$ cat src/rtl/vcm_i2c_target_if.sv
// Bus-side signal bundle for the VCM I2C target.
//   SCL_IN, SDA_IN : bus line levels seen by the target (asynchronous)
//   SDA_OE         : 1 = target pulls SDA low, 0 = released
//   RD_DATA16      : value returned on 2-byte reads, MSB byte first
//   VCM_DATA       : last completed write, {pointer, data}
//   WR_STROBE      : one-cycle pulse when VCM_DATA updates
//   BUSY           : addressed transaction in progress
//   ADDR_MATCH     : current transaction's address matched
interface vcm_i2c_target_if;
    logic        SCL_IN;
    logic        SDA_IN;
    logic        SDA_OE;
    logic [15:0] RD_DATA16;
    logic [15:0] VCM_DATA;
    logic        WR_STROBE;
    logic        BUSY;
    logic        ADDR_MATCH;

    // Bus master / environment side
    modport master (
        output SCL_IN, SDA_IN, RD_DATA16,
        input  SDA_OE, VCM_DATA, WR_STROBE, BUSY, ADDR_MATCH
    );

    // Target side
    modport slave (
        input  SCL_IN, SDA_IN, RD_DATA16,
        output SDA_OE, VCM_DATA, WR_STROBE, BUSY, ADDR_MATCH
    );
endinterface

$ cat src/rtl/vcm_i2c_target.sv
// I2C target for the VCM write link: decodes address/pointer/data writes into
// a 16-bit {pointer, data} command and answers 2-byte reads of RD_DATA16.
//   CLK_400K : sampling clock (SCL phases must each span >= 4 cycles)
//   RESET_N  : asynchronous active-low reset
//   bus      : vcm_i2c_target_if.slave (SCL/SDA in, SDA_OE, command/status outputs)
module vcm_i2c_target #(
    parameter logic [6:0]  DEV_ADDR    = 7'h0C,
    parameter int unsigned SYNC_STAGES = 2
) (
    input  logic                  CLK_400K,
    input  logic                  RESET_N,
    vcm_i2c_target_if.slave       bus
);

    localparam int unsigned CNT_W = 4;
    localparam logic [CNT_W-1:0] BITS_PER_BYTE = CNT_W'(8);
    localparam logic [CNT_W-1:0] LAST_BIT_IDX  = CNT_W'(7);

    typedef enum logic [3:0] {
        ST_IDLE,
        ST_ADDR,
        ST_ADDR_ACK,
        ST_PTR,
        ST_PTR_ACK,
        ST_DATA,
        ST_DATA_ACK,
        ST_RD_BYTE,
        ST_RD_MACK,
        ST_IGNORE
    } state_t;

    logic [SYNC_STAGES-1:0] scl_sync_q, scl_sync_d;
    logic [SYNC_STAGES-1:0] sda_sync_q, sda_sync_d;
    logic                   scl_prev_q, scl_prev_d;
    logic                   sda_prev_q, sda_prev_d;

    state_t           state_q, state_d;
    logic [CNT_W-1:0] bit_cnt_q, bit_cnt_d;
    logic [6:0]       shift_q, shift_d;      // bits received so far in the current byte
    logic [7:0]       ptr_q, ptr_d;
    logic             rw_q, rw_d;
    logic [14:0]      tx_q, tx_d;            // read bits not yet driven, next bit at [14]
    logic             rd_lo_q, rd_lo_d;      // low read byte is in flight
    logic             mack_q, mack_d;        // master ACKed, drive next byte on SCL fall
    logic             sda_oe_q, sda_oe_d;
    logic [15:0]      vcm_data_q, vcm_data_d;
    logic             wr_strobe_q, wr_strobe_d;
    logic             busy_q, busy_d;
    logic             addr_match_q, addr_match_d;

    logic       scl_s, sda_s;
    logic       start_ev, stop_ev, scl_rise, scl_fall;
    logic [7:0] rx_byte;

    // Synchronizer chains plus one registered copy for edge detection
    always_comb begin
        scl_sync_d    = scl_sync_q;
        sda_sync_d    = sda_sync_q;
        scl_sync_d[0] = bus.SCL_IN;
        sda_sync_d[0] = bus.SDA_IN;
        for (int i = 1; i < int'(SYNC_STAGES); i++) begin
            scl_sync_d[i] = scl_sync_q[i-1];
            sda_sync_d[i] = sda_sync_q[i-1];
        end
        scl_prev_d = scl_s;
        sda_prev_d = sda_s;
    end

    // Bus event decode
    always_comb begin
        scl_s    = scl_sync_q[SYNC_STAGES-1];
        sda_s    = sda_sync_q[SYNC_STAGES-1];
        start_ev = scl_s & scl_prev_q & sda_prev_q & ~sda_s;
        stop_ev  = scl_s & scl_prev_q & ~sda_prev_q & sda_s;
        scl_rise = scl_s & ~scl_prev_q;
        scl_fall = ~scl_s & scl_prev_q;
        rx_byte  = {shift_q, sda_s};
    end

    // Next-state and output logic
    always_comb begin
        state_d      = state_q;
        bit_cnt_d    = bit_cnt_q;
        shift_d      = shift_q;
        ptr_d        = ptr_q;
        rw_d         = rw_q;
        tx_d         = tx_q;
        rd_lo_d      = rd_lo_q;
        mack_d       = mack_q;
        sda_oe_d     = sda_oe_q;
        vcm_data_d   = vcm_data_q;
        wr_strobe_d  = 1'b0;
        busy_d       = busy_q;
        addr_match_d = addr_match_q;

        if (start_ev) begin
            state_d      = ST_ADDR;
            bit_cnt_d    = '0;
            shift_d      = '0;
            sda_oe_d     = 1'b0;
            addr_match_d = 1'b0;
            mack_d       = 1'b0;
            rd_lo_d      = 1'b0;
        end else if (stop_ev) begin
            state_d      = ST_IDLE;
            bit_cnt_d    = '0;
            sda_oe_d     = 1'b0;
            busy_d       = 1'b0;
            addr_match_d = 1'b0;
            mack_d       = 1'b0;
        end else begin
            unique case (state_q)
                ST_IDLE: ;

                // Receive-byte states share shifting; the 8th bit is acted on per state
                ST_ADDR, ST_PTR, ST_DATA: begin
                    if (scl_rise && (bit_cnt_q < BITS_PER_BYTE)) begin
                        shift_d   = rx_byte[6:0];
                        bit_cnt_d = bit_cnt_q + CNT_W'(1);
                        if (bit_cnt_q == LAST_BIT_IDX) begin
                            if (state_q == ST_ADDR) begin
                                if (rx_byte[7:1] == DEV_ADDR) begin
                                    addr_match_d = 1'b1;
                                    busy_d       = 1'b1;
                                    rw_d         = rx_byte[0];
                                end else begin
                                    state_d   = ST_IGNORE;
                                    bit_cnt_d = '0;
                                end
                            end else if (state_q == ST_PTR) begin
                                ptr_d = rx_byte;
                            end else begin
                                vcm_data_d  = {ptr_q, rx_byte};
                                wr_strobe_d = 1'b1;
                            end
                        end
                    end else if (scl_fall && (bit_cnt_q == BITS_PER_BYTE)) begin
                        sda_oe_d  = 1'b1;
                        bit_cnt_d = '0;
                        if (state_q == ST_ADDR) begin
                            state_d = ST_ADDR_ACK;
                        end else if (state_q == ST_PTR) begin
                            state_d = ST_PTR_ACK;
                        end else begin
                            state_d = ST_DATA_ACK;
                        end
                    end
                end

                // Release ACK on the 9th fall; reads put bit 15 out on that same edge
                ST_ADDR_ACK: begin
                    if (scl_fall) begin
                        bit_cnt_d = '0;
                        if (rw_q) begin
                            tx_d     = bus.RD_DATA16[14:0];
                            sda_oe_d = ~bus.RD_DATA16[15];
                            rd_lo_d  = 1'b0;
                            state_d  = ST_RD_BYTE;
                        end else begin
                            sda_oe_d = 1'b0;
                            state_d  = ST_PTR;
                        end
                    end
                end

                ST_PTR_ACK: begin
                    if (scl_fall) begin
                        sda_oe_d  = 1'b0;
                        bit_cnt_d = '0;
                        state_d   = ST_DATA;
                    end
                end

                ST_DATA_ACK: begin
                    if (scl_fall) begin
                        sda_oe_d = 1'b0;
                        state_d  = ST_IGNORE;
                    end
                end

                ST_RD_BYTE: begin
                    if (scl_rise && (bit_cnt_q < BITS_PER_BYTE)) begin
                        bit_cnt_d = bit_cnt_q + CNT_W'(1);
                    end else if (scl_fall) begin
                        if (bit_cnt_q == BITS_PER_BYTE) begin
                            sda_oe_d  = 1'b0;
                            bit_cnt_d = '0;
                            mack_d    = 1'b0;
                            state_d   = ST_RD_MACK;
                        end else begin
                            sda_oe_d = ~tx_q[14];
                            tx_d     = {tx_q[13:0], 1'b0};
                        end
                    end
                end

                // Master ACK after the high byte continues with the low byte
                ST_RD_MACK: begin
                    if (scl_rise) begin
                        if (sda_s || rd_lo_q) begin
                            state_d = ST_IGNORE;
                        end else begin
                            mack_d = 1'b1;
                        end
                    end else if (scl_fall && mack_q) begin
                        sda_oe_d  = ~tx_q[14];
                        tx_d      = {tx_q[13:0], 1'b0};
                        rd_lo_d   = 1'b1;
                        mack_d    = 1'b0;
                        bit_cnt_d = '0;
                        state_d   = ST_RD_BYTE;
                    end
                end

                ST_IGNORE: begin
                    sda_oe_d = 1'b0;
                end

                default: begin
                    state_d  = ST_IDLE;
                    sda_oe_d = 1'b0;
                end
            endcase
        end
    end

    // State register; sync chains reset to the idle-bus level
    always_ff @(posedge CLK_400K or negedge RESET_N) begin
        if (!RESET_N) begin
            scl_sync_q   <= '1;
            sda_sync_q   <= '1;
            scl_prev_q   <= 1'b1;
            sda_prev_q   <= 1'b1;
            state_q      <= ST_IDLE;
            bit_cnt_q    <= '0;
            shift_q      <= '0;
            ptr_q        <= '0;
            rw_q         <= 1'b0;
            tx_q         <= '0;
            rd_lo_q      <= 1'b0;
            mack_q       <= 1'b0;
            sda_oe_q     <= 1'b0;
            vcm_data_q   <= '0;
            wr_strobe_q  <= 1'b0;
            busy_q       <= 1'b0;
            addr_match_q <= 1'b0;
        end else begin
            scl_sync_q   <= scl_sync_d;
            sda_sync_q   <= sda_sync_d;
            scl_prev_q   <= scl_prev_d;
            sda_prev_q   <= sda_prev_d;
            state_q      <= state_d;
            bit_cnt_q    <= bit_cnt_d;
            shift_q      <= shift_d;
            ptr_q        <= ptr_d;
            rw_q         <= rw_d;
            tx_q         <= tx_d;
            rd_lo_q      <= rd_lo_d;
            mack_q       <= mack_d;
            sda_oe_q     <= sda_oe_d;
            vcm_data_q   <= vcm_data_d;
            wr_strobe_q  <= wr_strobe_d;
            busy_q       <= busy_d;
            addr_match_q <= addr_match_d;
        end
    end

    assign bus.SDA_OE     = sda_oe_q;
    assign bus.VCM_DATA   = vcm_data_q;
    assign bus.WR_STROBE  = wr_strobe_q;
    assign bus.BUSY       = busy_q;
    assign bus.ADDR_MATCH = addr_match_q;

endmodule

$ cat src/flat_wrapper.sv
// flat-port wrapper written by rule: the top's interface ports become plain ports
module vcm_i2c_target_flat 
#(
    parameter logic [6:0]  DEV_ADDR    = 7'h0C,
    parameter int unsigned SYNC_STAGES = 2
)
  (CLK_400K, RESET_N, bus_SCL_IN, bus_SDA_IN, bus_RD_DATA16, bus_SDA_OE, bus_VCM_DATA, bus_WR_STROBE, bus_BUSY, bus_ADDR_MATCH);
  vcm_i2c_target_if bus_i ();
  input  logic CLK_400K;
  input  logic RESET_N;
  input wire logic [$bits(bus_i.SCL_IN)-1:0] bus_SCL_IN;
  input wire logic [$bits(bus_i.SDA_IN)-1:0] bus_SDA_IN;
  input wire logic [$bits(bus_i.RD_DATA16)-1:0] bus_RD_DATA16;
  output wire logic [$bits(bus_i.SDA_OE)-1:0] bus_SDA_OE;
  output wire logic [$bits(bus_i.VCM_DATA)-1:0] bus_VCM_DATA;
  output wire logic [$bits(bus_i.WR_STROBE)-1:0] bus_WR_STROBE;
  output wire logic [$bits(bus_i.BUSY)-1:0] bus_BUSY;
  output wire logic [$bits(bus_i.ADDR_MATCH)-1:0] bus_ADDR_MATCH;
  assign bus_i.SCL_IN = bus_SCL_IN;
  assign bus_i.SDA_IN = bus_SDA_IN;
  assign bus_i.RD_DATA16 = bus_RD_DATA16;
  assign bus_SDA_OE = bus_i.SDA_OE;
  assign bus_VCM_DATA = bus_i.VCM_DATA;
  assign bus_WR_STROBE = bus_i.WR_STROBE;
  assign bus_BUSY = bus_i.BUSY;
  assign bus_ADDR_MATCH = bus_i.ADDR_MATCH;
  vcm_i2c_target #(.DEV_ADDR(DEV_ADDR), .SYNC_STAGES(SYNC_STAGES)) u_core (.CLK_400K(CLK_400K), .RESET_N(RESET_N), .bus(bus_i));
endmodule
$ cat config.mk
export PLATFORM = sky130hd
export DESIGN_NAME = vcm_i2c_target_flat
export DESIGN_NICKNAME = d
export VERILOG_FILES = /design/src/rtl/vcm_i2c_target_if.sv /design/src/rtl/vcm_i2c_target.sv /design/src/flat_wrapper.sv
export SDC_FILE = /design/constraint.sdc
export NUM_CORES = 1
export LEC_CHECK = 0
export CAP_MARGIN = 20
export CORE_MARGIN = 3
export CORE_UTILIZATION = 50
export DETAILED_ROUTE_END_ITERATION = 16
export DONT_BUFFER_PORTS = 1
export PLACE_DENSITY_LB_ADDON = 0.05
export SYNTH_ARGS = -nofsm -noshare
export SYNTH_HDL_FRONTEND = slang
export SYNTH_SLANG_ARGS = --single-unit
$ cat constraint.sdc
create_clock -name CLK_400K -period 3.4 [get_ports CLK_400K]
set_clock_uncertainty 0.05 [all_clocks]
set_input_delay 0.34 -clock CLK_400K [delete_from_list [all_inputs] [get_ports CLK_400K]]
set_output_delay 0.34 -clock CLK_400K [all_outputs]
set_load 0.005 [all_outputs]
==> results of run 1 <==
## worst paths after layout
check                                             endpoint  slack, ns  cells past startpoint
hold reg to reg             u_core.sda_sync_q[1]$_DFF_PN1_       0.31                      0
setup / recovery             u_core.state_q[2]$_DFFE_PN0P_       0.85                      7
hold / removal                  u_core.tx_q[0]$_DFFE_PN0P_       0.09                      2
setup reg to reg             u_core.state_q[2]$_DFFE_PN0P_       0.85                      7
min in group asynchronous  u_core.bit_cnt_q[2]$_DFFE_PN0P_       0.49                      2
max in group asynchronous   u_core.sda_sync_q[0]$_DFF_PN1_       2.48                      2
## state kept, by name (all words and copies together), names as in the netlist, 2 cells and up
register	cells
u_core.bus.VCM_DATA	16
u_core.tx_q	15
u_core.ptr_q	8
u_core.shift_q	7
u_core.bit_cnt_q	4
u_core.state_q	4
u_core.scl_sync_q	2
u_core.sda_sync_q	2
## cell families (layout without fill, tap and decap cells)
kind of cell               after synthesis  after routing  share of synthesized area [%]
buffers and inverters                   28             33                           4.11
and+or+nand+nor                        104            104                           16.6
xor gates and xnor gates                 2              2                          0.528
AOI/OAI and AO/OA                       72             72                           16.4
adders and majority gates                2              2                          0.754
DFF                                     67             67                           50.8
muxes                                   32             32                           10.8
## metrics by stage
stage / instances / setup slack [ns]
after floorplan: 307 / 1.05
after global placement: 368 / 0.649
after detailed placement: 368 / 0.661
after CTS: 388 / 0.643
after global routing: 389 / 0.699
final: 389 / 0.851
## power breakdown
part           leakage [nW]  internal [W]  switching [W]
clock network         0.110      0.000418       0.000328
logic                 0.612      0.000164       0.000190
registers             0.843      0.000895      0.0000935
## Yosys cell counts, types with 3 or more instances
cell      number  share of area [%]
nand2b_1       4               0.75
mux2i_1        4                1.2
nor2_1        24                2.7
nor2b_1        3               0.57
a31oi_1       15                2.8
o21ai_0        9                1.4
nand2_1       36                4.1
a22o_1         8                2.1
a21oi_1       11                1.7
dfstp_2        6                4.8
mux2_2        27                9.2
nor3_1         4               0.60
or2_2          3               0.57
buf_2          8                1.2
nand3_1        3               0.45
a21o_1         3               0.68
inv_1          9                1.0
nor4_1         3               0.57
clkbuf_1       6               0.68
o211ai_1       5                1.1
dfrtp_1       61                 46
nand4_1        3               0.57
## layout make-up
class,instances,area (um^2),area share (%)
sequential,67,1680,46.5
multi-input combinational,212,1500,41.4
clock buffer,9,124,3.42
clock inverter,7,98.8,2.73
tap,77,96.3,2.66
timing repair buffer,8,85.1,2.35
inverter,9,33.8,0.933
## metal layers
| metal | vias to the layer above | share of wire [%] |
|---|---|---|
| met4 | 0 | 0.83 |
| met1 | 1161 | 48 |
| met3 | 8 | 5.9 |
| met5 | - | 0 |
| met2 | 61 | 45 |
| li1 | 1119 | - |
## what timing repair did
item | in CTS | in global routing
gates resized for setup | 0 | 0
hold buffers | 4 | 0
setup buffers | 0 | 0
hold endpoints to repair | 69 | 0
==> impl_metrics.csv, run 1 <==
group,metric,value,unit
clock_network,clock-sinks,67,
global_routing,grt_pass1_vias,2342,
global_routing,grt_use_met3,7.10,%
final_layout,utilization,56.7,%
synthesis,synth_cells,307,
clock_network,cts.clk_slew.worst_paths,0.08,ns
die,ioPinCount,40,
die,die_area,7650,um^2
global_routing,antenna_found_initial,0,
critical_path,critPathTopFamily,"compound AO/OA/AOI/OAI gates",
timing,max_freq,392,MHz
global_routing,grt_max_degree,68,
timing,worst_slew_pin_slew,0.717,ns
synthesis,synthArstFlopShare,100,%
final_layout,drive_above_1_share,22.1,%
detailed_routing,routed_wl,6860,um
synthesis,synth_seq_cells,67,
synthesis,ys_seq_area_share,50.8,%
detailed_routing,ant_nets,0,
synthesis,ys_warn_count,0,
synthesis,synth_nets,329,
die,row_count,29,
run,drv_cap,0,
critical_path,cp_max_fo,5,
timing,rsz0062_at_grt,"false",
timing,finalSetupTns,0,ns
global_routing,grt_pass1_wl,11700,um
placement,placed_area,3330,um^2
critical_path,critical_path_required,3.58,ns
min_path,hold_start,"bus_RD_DATA16[0]",
die,dieWidth,87.5,um
global_routing,grt-busiest-layer,"met1",
synthesis,postSynthAreaPerCell,10.8,um^2
final_layout,fin_nets,329,
clock_network,htreeDepth,3,
die,start_util,52.0,%
die,core-area,6390,um^2
detailed_routing,wl_per_cell,17.6,um
critical_path,arrival,2.73,ns
critical_path,path_buf_inv,1,
global_routing,met1_usage,28.6,%
clock_network,clk_latency,0.35,ns
critical_path,start_kind,"flop",
critical_path,critPathLaunch,"u_core.bit_cnt_q[0]$_DFFE_PN0P_",
timing,slew_headroom,51.9,%
timing,period_share,75.0,%
final_layout,antennaDiodeCount,0,
detailed_routing,via_count,2349,
global_routing,overflow,0,
final_layout,final_common_cell,"dfrtp_1",
critical_path,cp_slowest_cell,"a2111oi_4",
critical_path,cp-end-kind,"flop",
critical_path,reg2reg_from,"u_core.bit_cnt_q[0]$_DFFE_PN0P_",
critical_path,max_stage_delay,0.50,ns
placement,hpwl,4520,um
timing,hold_viol_final,0,
global_routing,met2_usage,27.2,%
placement,place_congestion,0.871,
timing,period_minus_slack,2.55,ns
detailed_routing,drt_pass1_iterations,5,
synthesis,synth_cell_types,61,
final_layout,final_area,3620,um^2
final_layout,mostFrequentLayoutCells,"61 x dfrtp_1, 36 x nand2_1, 27 x mux2_2, 24 x nor2_1, 15 x a31oi_1",
clock_network,cts_inserted_buffers,9,
final_layout,fillCellCount,561,
final_layout,syn2layout_area_growth,9.09,%
min_path,min_path_type,"in -> reg",
detailed_routing,drt_iter0_markers,112,
timing,final-setup-viol-count,0,
synthesis,ys.flop_type,"dfrtp_1",
global_routing,grt_usage,19.6,%
placement,port_buffers,0,
synthesis,syn_area,3320,um^2
timing,slew_viol_final,0,
status,status,"complete, no violations",
critical_path,crit_type,"reg -> reg",
detailed_routing,routed_via_density,6.04,
power_and_ir_drop,total_power,0.00209,W
synthesis,synth_edf_count,0,
detailed_routing,drc,0,
die,die_height,87.5,um
critical_path,worstPathCellList,"inv_1 -> ha_1 -> nand3b_1 -> o21ai_0 -> a31oi_1 -> a2111oi_4 -> mux2_4",
power_and_ir_drop,power.density,577,nW/um^2
clock_network,cts_tree,"yes",
clock_network,clockBufferDepth,2,
timing,whs,0.0851,ns
power_and_ir_drop,leakagePower,1.57,nW
clock_network,clockRootBuffer,"clkbuf_8",
power_and_ir_drop,ir_drop,0.318,mV
Note: power is estimated with default switching activity, not from simulation.
==> inputs of run 2 (changes only) <==
clock period = 2.6 ns   (was 3.4 ns; I/O delays follow)
==> run 2 against run 1 <==
Against the previous run:
- combinational power grew 45%
- total power grew 33%
- via count grew 2.4%
- routed wire length grew 4.7%
- non-clock buffer count grew 16
- sequential share of layout area shrank 1.7 points
- sequential power grew 29%
- hold slack lost 0.077 ns
- final cell count grew 4.1%
- flip-flop and latch count is the same
- design area grew 3.9%
- critical endpoint is now u_core.state_q[0]$_DFFE_PN0P_
- highest routed layer unchanged
==> impl_metrics.csv, run 2 (same netlist as run 1, synthesis figures left out) <==
group,metric,value,unit
detailed_routing,ant_nets,0,
detailed_routing,via_count,2405,
die,row_count,29,
detailed_routing,drt_iter0_markers,151,
clock_network,cts_tree,"yes",
timing,slew_viol_final,0,
die,die_height,87.5,um
clock_network,htreeDepth,3,
die,start_util,52.0,%
final_layout,drive_above_1_share,25.6,%
detailed_routing,routed_wl,7180,um
power_and_ir_drop,leakagePower,1.65,nW
placement,port_buffers,0,
clock_network,clockRootBuffer,"clkbuf_8",
critical_path,crit_type,"reg -> reg",
detailed_routing,routed_via_density,5.94,
final_layout,largest_reg_flops,16,
critical_path,worstPathCellList,"nand2_1 -> nor2_1 -> a31oi_1 -> a2111oi_4 -> buf_4 -> mux2i_1",
timing,final-setup-viol-count,0,
critical_path,critical_path_required,2.82,ns
timing,max_freq,427,MHz
die,die_area,7650,um^2
clock_network,clk_latency,0.34,ns
final_layout,final_common_cell,"dfrtp_1",
power_and_ir_drop,ir_drop,0.640,mV
run,drv_cap,0,
die,dieWidth,87.5,um
critical_path,cp_slowest_cell,"dfstp_2",
critical_path,cp-end-kind,"flop",
detailed_routing,drt_pass1_iterations,5,
global_routing,grt_pass1_wl,12200,um
timing,rsz0062_at_grt,"false",
min_path,min_path_type,"in -> reg",
clock_network,clock-sinks,67,
timing,worst_slew_pin_slew,0.548,ns
die,core-area,6390,um^2
timing,period_minus_slack,2.34,ns
critical_path,critPathTopFamily,"flip-flops",
final_layout,syn2layout_area_growth,13.3,%
final_layout,final_cells,405,
critical_path,path_buf_inv,1,
placement,placed_cells,384,
timing,hold_viol_final,0,
timing,whs,0.00773,ns
final_layout,fin_nets,345,
die,ioPinCount,40,
clock_network,cts_inserted_buffers,9,
detailed_routing,drc,0,
status,status,"complete, no violations",
global_routing,overflow,0,
detailed_routing,wl_per_cell,17.7,um
final_layout,mostFrequentLayoutCells,"61 x dfrtp_1, 36 x nand2_1, 27 x mux2_2, 24 x nor2_1, 18 x buf_4",
critical_path,start_kind,"flop",
final_layout,fillCellCount,558,
clock_network,cts.clk_slew.worst_paths,0.08,ns
critical_path,arrival,2.56,ns
global_routing,grt_usage,20.3,%
critical_path,max_stage_delay,0.69,ns
global_routing,grt_pass1_vias,2493,
critical_path,cp_max_fo,15,
final_layout,antennaDiodeCount,0,
timing,period_share,90.0,%
placement,place_congestion,1.00,
timing,slew_headroom,62.5,%
clock_network,clockBufferDepth,2,
global_routing,grt_max_degree,68,
placement,hpwl,4870,um
timing,finalSetupTns,0,ns
global_routing,antenna_found_initial,0,
power_and_ir_drop,power.density,737,nW/um^2
-- run 2: cell types whose count changed in the layout (fill, tap and decap cells not counted) --
cell           delta
buf_4            +15
dlygate4sd3_1     +1
clkinv_4          +1
buf_12            +1
inv_8             +1
inv_6             -2
clkbuf_2          -1
-- run 2: metal layers --
| metal | track usage [%] | up-vias | wire length [um] |
|---|---|---|---|
| li1 | - | 1151 | - |
| met1 | 29.0 | 1173 | 3400 |
| met2 | 29.3 | 72 | 3260 |
| met3 | 5.30 | 9 | 421 |
| met4 | 8.23 | 0 | 103 |
| met5 | 0 | - | 0 |
-- run 2: worst paths after layout --
check / from / to / slack [ns] / cells after the start
worst max-delay path: u_core.scl_prev_q$_DFF_PN1_ / u_core.state_q[0]$_DFFE_PN0P_ / 0.26 / 6
min in group asynchronous: RESET_N / u_core.state_q[1]$_DFFE_PN0P_ / 0.38 / 2
max in group asynchronous: RESET_N / u_core.scl_prev_q$_DFF_PN1_ / 1.79 / 2
worst min register to register: u_core.scl_sync_q[0]$_DFF_PN1_ / u_core.scl_sync_q[1]$_DFF_PN1_ / 0.31 / 0
worst max register to register: u_core.scl_prev_q$_DFF_PN1_ / u_core.state_q[0]$_DFFE_PN0P_ / 0.26 / 6
worst min-delay path: bus_RD_DATA16[14] / u_core.tx_q[14]$_DFFE_PN0P_ / 0.008 / 2
-- run 2: cell type report --
cell class | count | area [um^2] | area share, %
inverter | 9 | 33.8 | 0.899
clock inverter | 7 | 101 | 2.70
tap | 77 | 96.3 | 2.56
multi-input combinational | 212 | 1500 | 39.8
sequential | 67 | 1680 | 44.8
clock buffer | 9 | 124 | 3.29
timing repair buffer | 24 | 223 | 5.92
-- run 2: worst register-to-register path, delay by kind of cell (launching register included) --
kind,cells,cell delay (ns)
flip-flops,1,0.69
AO/OA/AOI/OAI,2,0.57
AND/OR/NAND/NOR,2,0.55
buffers and inverters,1,0.21
multiplexers,1,0.19
-- run 2: where the power goes --
part | internal [W] | switching (W)
registers | 0.00117 | 0.000104
clock network | 0.000548 | 0.000435
logic | 0.000235 | 0.000278
-- run 2: stage by stage --
stage	total power, W	utilization (%)	worst slack, ns	area, um^2
6_report	0.00277	58.9	0.260	3760
2_1_floorplan	0.00165	-	0.252	3320
5_1_grt	0.00290	58.9	0.0711	3760
3_5_place_dp	0.00177	54.3	0.314	3470
4_1_cts	0.00278	58.9	0.248	3760
3_3_place_gp	0.00177	54.3	0.257	3470
-- run 2: repair_timing --
item	in CTS	in global routing
gates resized for setup	0	0
endpoints found under the setup margin	0	0
endpoints found under the hold margin	70	0
hold buffers	5	0
buffers inserted	0	0
